File: src/rtl/button_conditioner.sv
// rtl/button_conditioner.sv - per-channel synchronizer, debouncer and auto-repeat pulse generator
module button_conditioner #(
    parameter int NUM_IN          = 4,
    parameter int SYNC_STAGES     = 2,
    parameter int DEBOUNCE_CYCLES = 1000000,
    parameter int REPEAT_DELAY    = 50000000,
    parameter int REPEAT_PERIOD   = 10000000
) (
    input  logic              CLOCK_100,
    input  logic              reset,
    input  logic [NUM_IN-1:0] raw_in,
    output logic [NUM_IN-1:0] level,
    output logic [NUM_IN-1:0] press_pulse,
    output logic [NUM_IN-1:0] release_pulse,
    output logic [NUM_IN-1:0] repeat_pulse
);

    localparam int DW   = $clog2(DEBOUNCE_CYCLES + 1);
    localparam int RMAX = (REPEAT_DELAY > REPEAT_PERIOD) ? REPEAT_DELAY : REPEAT_PERIOD;
    localparam int RW   = (RMAX > 1) ? $clog2(RMAX) : 1;

    localparam logic [DW-1:0] DB_LAST     = DW'(DEBOUNCE_CYCLES - 1);
    localparam logic [RW-1:0] DELAY_LAST  = RW'(REPEAT_DELAY - 1);
    localparam logic [RW-1:0] PERIOD_LAST = RW'(REPEAT_PERIOD - 1);

    typedef enum logic [1:0] {
        IDLE,
        DELAY,
        REPEAT
    } rpt_state_t;

    for (genvar i = 0; i < NUM_IN; i++) begin : g_ch
        logic [SYNC_STAGES-1:0] sync_chain;
        logic                   sync;
        logic [DW-1:0]          db_cnt;
        logic                   lvl_q;
        logic                   press_q;
        logic                   release_q;
        logic                   accept;
        logic                   accept_press;
        logic                   accept_release;

        rpt_state_t             state_q;
        rpt_state_t             state_d;
        logic [RW-1:0]          rcnt_q;
        logic [RW-1:0]          rcnt_d;
        logic                   rpt_q;
        logic                   rpt_d;

        assign sync           = sync_chain[SYNC_STAGES-1];
        assign accept         = (sync != lvl_q) && (db_cnt == DB_LAST);
        assign accept_press   = accept & sync;
        assign accept_release = accept & ~sync;

        // Any disagreement that does not survive the full window restarts the count.
        always_ff @(posedge CLOCK_100) begin
            if (reset) begin
                sync_chain <= '0;
                db_cnt     <= '0;
                lvl_q      <= 1'b0;
                press_q    <= 1'b0;
                release_q  <= 1'b0;
            end else begin
                sync_chain <= {sync_chain[SYNC_STAGES-2:0], raw_in[i]};
                if (sync == lvl_q) begin
                    db_cnt <= '0;
                end else if (accept) begin
                    lvl_q  <= sync;
                    db_cnt <= '0;
                end else begin
                    db_cnt <= db_cnt + DW'(1);
                end
                press_q   <= accept_press;
                release_q <= accept_release;
            end
        end

        always_ff @(posedge CLOCK_100) begin
            if (reset) begin
                state_q <= IDLE;
                rcnt_q  <= '0;
                rpt_q   <= 1'b0;
            end else begin
                state_q <= state_d;
                rcnt_q  <= rcnt_d;
                rpt_q   <= rpt_d;
            end
        end

        // Release wins over a coincident repeat tick so nothing fires on the release cycle.
        always_comb begin
            state_d = state_q;
            rcnt_d  = rcnt_q;
            rpt_d   = 1'b0;
            case (state_q)
                IDLE: begin
                    if (accept_press) begin
                        state_d = DELAY;
                        rcnt_d  = '0;
                        rpt_d   = 1'b1;
                    end
                end
                DELAY: begin
                    if (accept_release) begin
                        state_d = IDLE;
                        rcnt_d  = '0;
                    end else if (rcnt_q == DELAY_LAST) begin
                        state_d = REPEAT;
                        rcnt_d  = '0;
                        rpt_d   = 1'b1;
                    end else begin
                        rcnt_d = rcnt_q + RW'(1);
                    end
                end
                REPEAT: begin
                    if (accept_release) begin
                        state_d = IDLE;
                        rcnt_d  = '0;
                    end else if (rcnt_q == PERIOD_LAST) begin
                        rcnt_d = '0;
                        rpt_d  = 1'b1;
                    end else begin
                        rcnt_d = rcnt_q + RW'(1);
                    end
                end
                default: begin
                    state_d = IDLE;
                    rcnt_d  = '0;
                end
            endcase
        end

        assign level[i]         = lvl_q;
        assign press_pulse[i]   = press_q;
        assign release_pulse[i] = release_q;
        assign repeat_pulse[i]  = rpt_q;
    end

endmodule
File: config.mk
export PLATFORM = sky130hd
export DESIGN_NAME = button_conditioner
export DESIGN_NICKNAME = d
export VERILOG_FILES = /design/src/rtl/button_conditioner.sv
export SDC_FILE = /design/constraint.sdc
export NUM_CORES = 1
export LEC_CHECK = 0
export ABC_AREA = 1
export CORE_MARGIN = 2
export CORE_UTILIZATION = 35
export CTS_CLUSTER_DIAMETER = 120
export DETAILED_ROUTE_END_ITERATION = 8
export HOLD_SLACK_MARGIN = 0.02
export MAX_ROUTING_LAYER = met4
export SETUP_SLACK_MARGIN = 0.4
export SYNTH_ARGS = -nofsm -noshare
export SYNTH_HDL_FRONTEND = slang
export SYNTH_SLANG_ARGS = --single-unit
export TNS_END_PERCENT = 5
File: constraint.sdc
create_clock -name CLOCK_100 -period 1.7 [get_ports CLOCK_100]
set_clock_uncertainty 0.15 [all_clocks]
set_input_delay 0.51 -clock CLOCK_100 [delete_from_list [all_inputs] [get_ports CLOCK_100]]
set_output_delay 0.51 -clock CLOCK_100 [all_outputs]
set_load 0.03 [all_outputs]
# After elaboration in Yosys (flattened, before gate mapping)

Cells that the tools add are included.

Flip-flop bits (word level): 216

Equal/unequal tests: 40
Mux-type cells: 68
Bitwise logic cells: 16
Add/subtract/negate cells: 8
Reduce and logical (&&, ||, !) cells: 20

Operators by type and width:

| kind                                            | count |
|---|---|
| two-way mux 26 bit                              | 20 |
| case mux 26 bit (3 select lines)                | 4 |
| adder 26 x 1 -> 26 bit, second input constant   | 4 |
| == test 26 x 24 -> 1 bit, second input constant | 4 |
| == test 26 bit, second input constant           | 4 |
| adder 20 x 1 -> 20 bit, second input constant   | 4 |
| == test 20 bit, second input constant           | 4 |
| two-way mux 2 bit                               | 16 |
| case mux 2 bit (3 select lines)                 | 4 |
| two-way mux 1 bit                               | 20 |
| != test 2 bit, second input constant            | 8 |
| != test 3 bit, second input constant            | 4 |
| case mux 1 bit (3 select lines)                 | 4 |
| AND reduction 3 bit                             | 4 |
| OR reduction 3 bit                              | 4 |
| bitwise AND 1 bit                               | 8 |
| == test 2 x 1 -> 1 bit, second input constant   | 4 |
| == test 2 bit, second input constant            | 4 |
| logical NOT 2 bit                               | 4 |
| NOT 1 bit                                       | 8 |
| AND reduction 2 bit                             | 4 |
| == test 1 bit                                   | 4 |
| logical AND 1 bit                               | 4 |
| != test 1 bit                                   | 4 |

# Longest topological paths before layout

Word-level depth: 5
Mapped depth: 14
Gate-level depth less buffers: 13

# Worst setup path after synthesis

No wires, ideal clock.

Kind: reg2reg
From: register g_ch[3].db_cnt[0]
To: register g_ch[3].rcnt_q[25]
Stages on the path, launching flop included: 10
Arrival: 1557 ps
Setup slack: -139 ps
Data required time: 1418 ps
Setup time: 132 ps
Cells stage by stage: dfxtp_1 -> ha_1 -> nand3_1 -> nor3_4 -> nand4_1 -> nand3_1 -> nand2_2 -> buf_4 -> nand2_1 -> a21oi_2

Longest elaborated chain between the ends: 5
Elaborated cells between the ends (all ways): 8
Those cells by class: 2 x eq/ne; 3 x mux; 2 x bitwise; 1 x reduce/logical

RTL lines:

| item                                         | line     | source |
|---|---|---|
| start: declaration                           | 35       | `logic [DW-1:0] db_cnt;` |
| start signal: assignment                     | 71       | `db_cnt <= db_cnt + DW'(1);` |
| == test 20 bit (*)                           | 51       | `assign accept = (sync != lvl_q) && (db_cnt == DB_LAST);` |
| logical AND 1 bit (*)                        | 51       |  |
| bitwise AND 1 bit                            | 53       | `assign accept_release = accept & ~sync;` |
| two-way mux 26 bit, on equally long branches | 116, 104 |  |
| case mux 26 bit (3 select lines)             | 95       | `case (state_q)` |
| end signal: assignment                       | 85       | `rcnt_q <= rcnt_d;` |
| end: declaration                             | 45       | `logic [RW-1:0] rcnt_q;` |

Mark *: on every way between the ends. The rest lies on a longest branch, timed or not.
A chain may end at the register's enable or synchronous reset.

# Worst setup path in the final report

From: register g_ch[1].db_cnt[1]
To: register g_ch[1].rcnt_q[8]

Longest elaborated chain between the ends: 5
Elaborated cells between the ends (all ways): 8
Those cells by class: 2 x eq/ne; 3 x mux; 2 x bitwise; 1 x reduce/logical

RTL lines:

| item                                         | line |
|---|---|
| start: declaration                           | 35 |
| start signal: assignment                     | 71 |
| == test 20 bit (*)                           | 51 |
| logical AND 1 bit (*)                        | 51 |
| bitwise AND 1 bit                            | 53 |
| two-way mux 26 bit, on equally long branches | 116, 104 |
| case mux 26 bit (3 select lines)             | 95 |
| end signal: assignment                       | 85 |
| end: declaration                             | 45 |

Marked as above.

==> summary.md <==
| Metric | Value |
|---|---|
| Outcome | complete, but fails checks |
| Failing checks | negative setup slack |
| First-pass GRT wire length | 56.75 mm |
| Final Instance Count excl. Fillers | 2779 |
| DRC | 0 |
| Net Switching | 2.833 mW |
| Area share of the largest cell type after synthesis | 0.3357 |
| Max_cap viols | 0 |
| Worst setup SP type | flop |
| Post-synth EDFFs | 0 |
| Post-synthesis sequential area ratio | 0.3357 |
| Combinational Power Share | 0.075 |
| Final design instance area without fill | 17710 µm² |
| Initial Util | 0.3536 |
| Synth cell types | 47 |
| Post-Syn Instances | 1956 |
| Total gr overflow | 0 |
| Vias in the first global route | 12.56k |
| Nets@finish | 2322 |
| Crit. End Element | flop |
| Worst-path maximum fanout | 15 |
| Largest net degree at the start of global routing | 64 |
| WS Path Type | reg2reg |
| Power Dens Cells | 651.2 nW/µm² |
| # fillers | 3566 |
| Slew @ Worst Pin | 0.3691 ns |
| Hold/Removal Path Class | reg2reg |
| Root buf cell | clkbuf_16 |
| Worst Slack Setup Final | -0.1833 ns |
| Max rail drop VDD | 735.3 µV |
| Fin. Hold Viols | 0 |
| Leakage | 6.586 nW |
| DPL Wire Length | 23.30 mm |
| Final setup vio count | 150 |
| Post-route ant nets | 0 |
| Routed WL | 33.21 mm |
| Max_slew headroom | 0.7521 |
| I/O Pins | 22 |
| Mapped Avg Cell Area | 6.586 µm² |
| Internal power | 8.703 mW |
| Ys Warns | 0 |
| Ant diodes | 0 |
| Routed length per instance | 11.95 µm |
| Gr usage total | 0.1767 |
| Skew-Pair Late Insertion Delay | 0.56 ns |
| Net count after synthesis | 1986 |
| Post-synthesis async set-or-reset flop share | 0 |
| Initial antenna violation count | 0 |
| Min Tclk post-route | 1.883 ns |
| Period utilization | 1.108 |
| Clk pwr share | 0.483 |
| TritonCTS Buffers | 26 |
| Via density | 4.710 |
| Number of I/O port buffers | 21 |
| Synth area leaders | dfxtp_1 34%, nand2_1 15%, nor2_1 8.2%, inv_1 5.7%, a21oi_1 4.9% |
| RSZ-0062 raised after global routing | true |
| Area grow syn2layout | 37.51% |
| # rows | 70 |
| Storage element area | 4370 µm² |
| Net Sw Frac | 0.2456 |
| Worst-path clk slew | 0.06 ns |
| Clock Tree Buf Depth | 3 |
| FF+latch count, synth | 216 |
| WP data required | 1.97 ns |
| Hold buffers post-CTS | 0 |
| Share of post-route cells with drive strength above 1 | 0.2981 |
| CTS tree | yes |
| Clk sinks | 216 |
| Ys flop type | dfxtp_1 |
| Slew Limit Fails | 0 |
| Total power | 11.54 mW |
| Fmax achieved | 0.5310 GHz |
| Area of the multi-input gates | 7991 µm² |
| H-Tree Depth | 1 |
| Syn Std Cell Area | 12880 µm² |
| Biggest area consumer among synthesized cells | dfxtp_1 |
| Via count | 13.09k |
| Drt pass-1 iters | 5 |
| DP Area | 16020 µm² |
| Die height | 195.9 µm |
| Routability cong. | 0.9109 |
| Cells after DPL | 2717 |
| Die Wd | 195.9 µm |
| WP data arrival | 2.15 ns |
| Core area | 36430 µm² |
| Starting DRC count in detailed routing | 561 |
| Die area | 38360 µm² |
| Seq pwr share | 0.442 |
==> cell usage in the layout (no fill, tap or decap), drive strengths merged <==
cell,count
a21boi,1
a21o,1
nor4,8
nor2,358
nand3b,4
o21a,1
and3,1
and2,2
nor3b,8
inv,208
a21oi,135
a31oi,3
dfxtp,216
o21ai,30
nand4,44
xnor2,21
o21bai,3
nand2,550
a211oi,1
buf,368
or2,8
ha,24
a31o,2
o31ai,1
clkinv,11
nor3,68
clkbuf,37
nand2b,1
o22ai,1
nand3,124
bufinv,1
xor2,66
clkdlybuf4s50,4
==> stage by stage <==
stage          hold slack, ns  TNS [ns]    util  setup slack [ns]
3_3_place_gp           0.2462    -21.67  0.4397           -0.2328
4_1_cts                0.2569    -17.66  0.4747           -0.2035
6_report               0.2608    -15.61  0.4862           -0.1833
3_5_place_dp           0.2460    -25.86  0.4397           -0.2383
2_1_floorplan          0.2383    -4.543       -          -0.06661
5_1_grt                0.2691    -37.99  0.4862           -0.3279
==> critical path, stage by stage (launching register included) <==
cell and delay (ns):
dfxtp_2 0.35, ha_4 0.14, nand2_2 0.05, inv_2 0.06
nand2_2 0.05, inv_2 0.07, nand2_4 0.06, nor2_4 0.18
nand3_4 0.12, nand2_8 0.18, inv_8 0.08, buf_4 0.16
nand2_1 0.05, a21oi_1 0.06
==> final cells by class <==
class | count | area share
Inverter | 210 | 0.04520
Clock buffer | 37 | 0.04358
Clock inverter | 10 | 0.004874
Sequential cell | 216 | 0.2467
Tap cell | 468 | 0.03306
Multi-Input combinational cell | 1466 | 0.4511
Timing Repair Buffer | 372 | 0.1754
==> cell usage after synthesis, types with 7 or more instances <==
library cell,count
nand2_1,526
nor2_1,280
dfxtp_1,216
inv_1,196
a21oi_1,127
nand3_1,116
nor2_2,74
xor2_1,66
nor3_1,61
nand4_1,41
o21ai_0,25
ha_1,24
xnor2_1,21
buf_4,20
buf_2,18
buf_6,15
clkbuf_1,15
inv_2,12
nand2_2,10
nand2_4,9
a21oi_2,8
nand3_2,8
or2_2,8
nor4_1,7
==> power groups by stage <==
stage          sequential, mW  combinational [mW]  clock [mW]
2_1_floorplan            5.21               0.450           0
3_3_place_gp             5.21               0.727           0
5_1_grt                  5.10               0.941        5.96
3_5_place_dp             5.21               0.733           0
6_report                 5.10               0.868        5.57
4_1_cts                  5.10               0.804        5.76
==> flip-flops by register name, indices dropped and copies added (netlist names) <==
| name | count |
|---|---|
| g_ch.sync_chain | 8 |
| g_ch.release_q | 4 |
| g_ch.rpt_q | 4 |
| g_ch.press_q | 4 |
| g_ch.lvl_q | 4 |
| g_ch.rcnt_q | 104 |
| g_ch.db_cnt | 80 |
| g_ch.state_q | 8 |
==> what timing repair did <==
item,4_1_cts,5_1_grt
buffers inserted,2,8
cloned,3,2
setup endpoints to repair,224,224
hold endpoints to repair,0,0
gates resized for setup,160,89
pin swaps,34,35
==> final timing paths <==
kind                          from                    end  slack [ns]  depth (start not counted)
max              g_ch[1].db_cnt[1]      g_ch[1].rcnt_q[8]       -0.18                         13
max reg2reg      g_ch[1].db_cnt[1]      g_ch[1].rcnt_q[8]       -0.18                         13
min reg2reg  g_ch[1].sync_chain[0]  g_ch[1].sync_chain[1]        0.26                          2
min          g_ch[1].sync_chain[0]  g_ch[1].sync_chain[1]        0.26                          2
==> kinds of logic after synthesis <==
kind of cell	count (synthesis)	share of synthesized area
compound gates	179	0.07479
xor+xnor	87	0.05915
fa+ha+maj	24	0.02331
buf+inv	279	0.09771
flops	216	0.3357
simple gates	1171	0.4094
==> layer usage <==
layer	wire, µm	vias up	track usage
met5	0	-	-
met4	843	0	0.04602
met3	1230	50	0.02338
met2	15750	207	0.3013
met1	15390	5967	0.2206
li1	-	6865	-
Note: power is estimated with default switching activity, not from simulation.
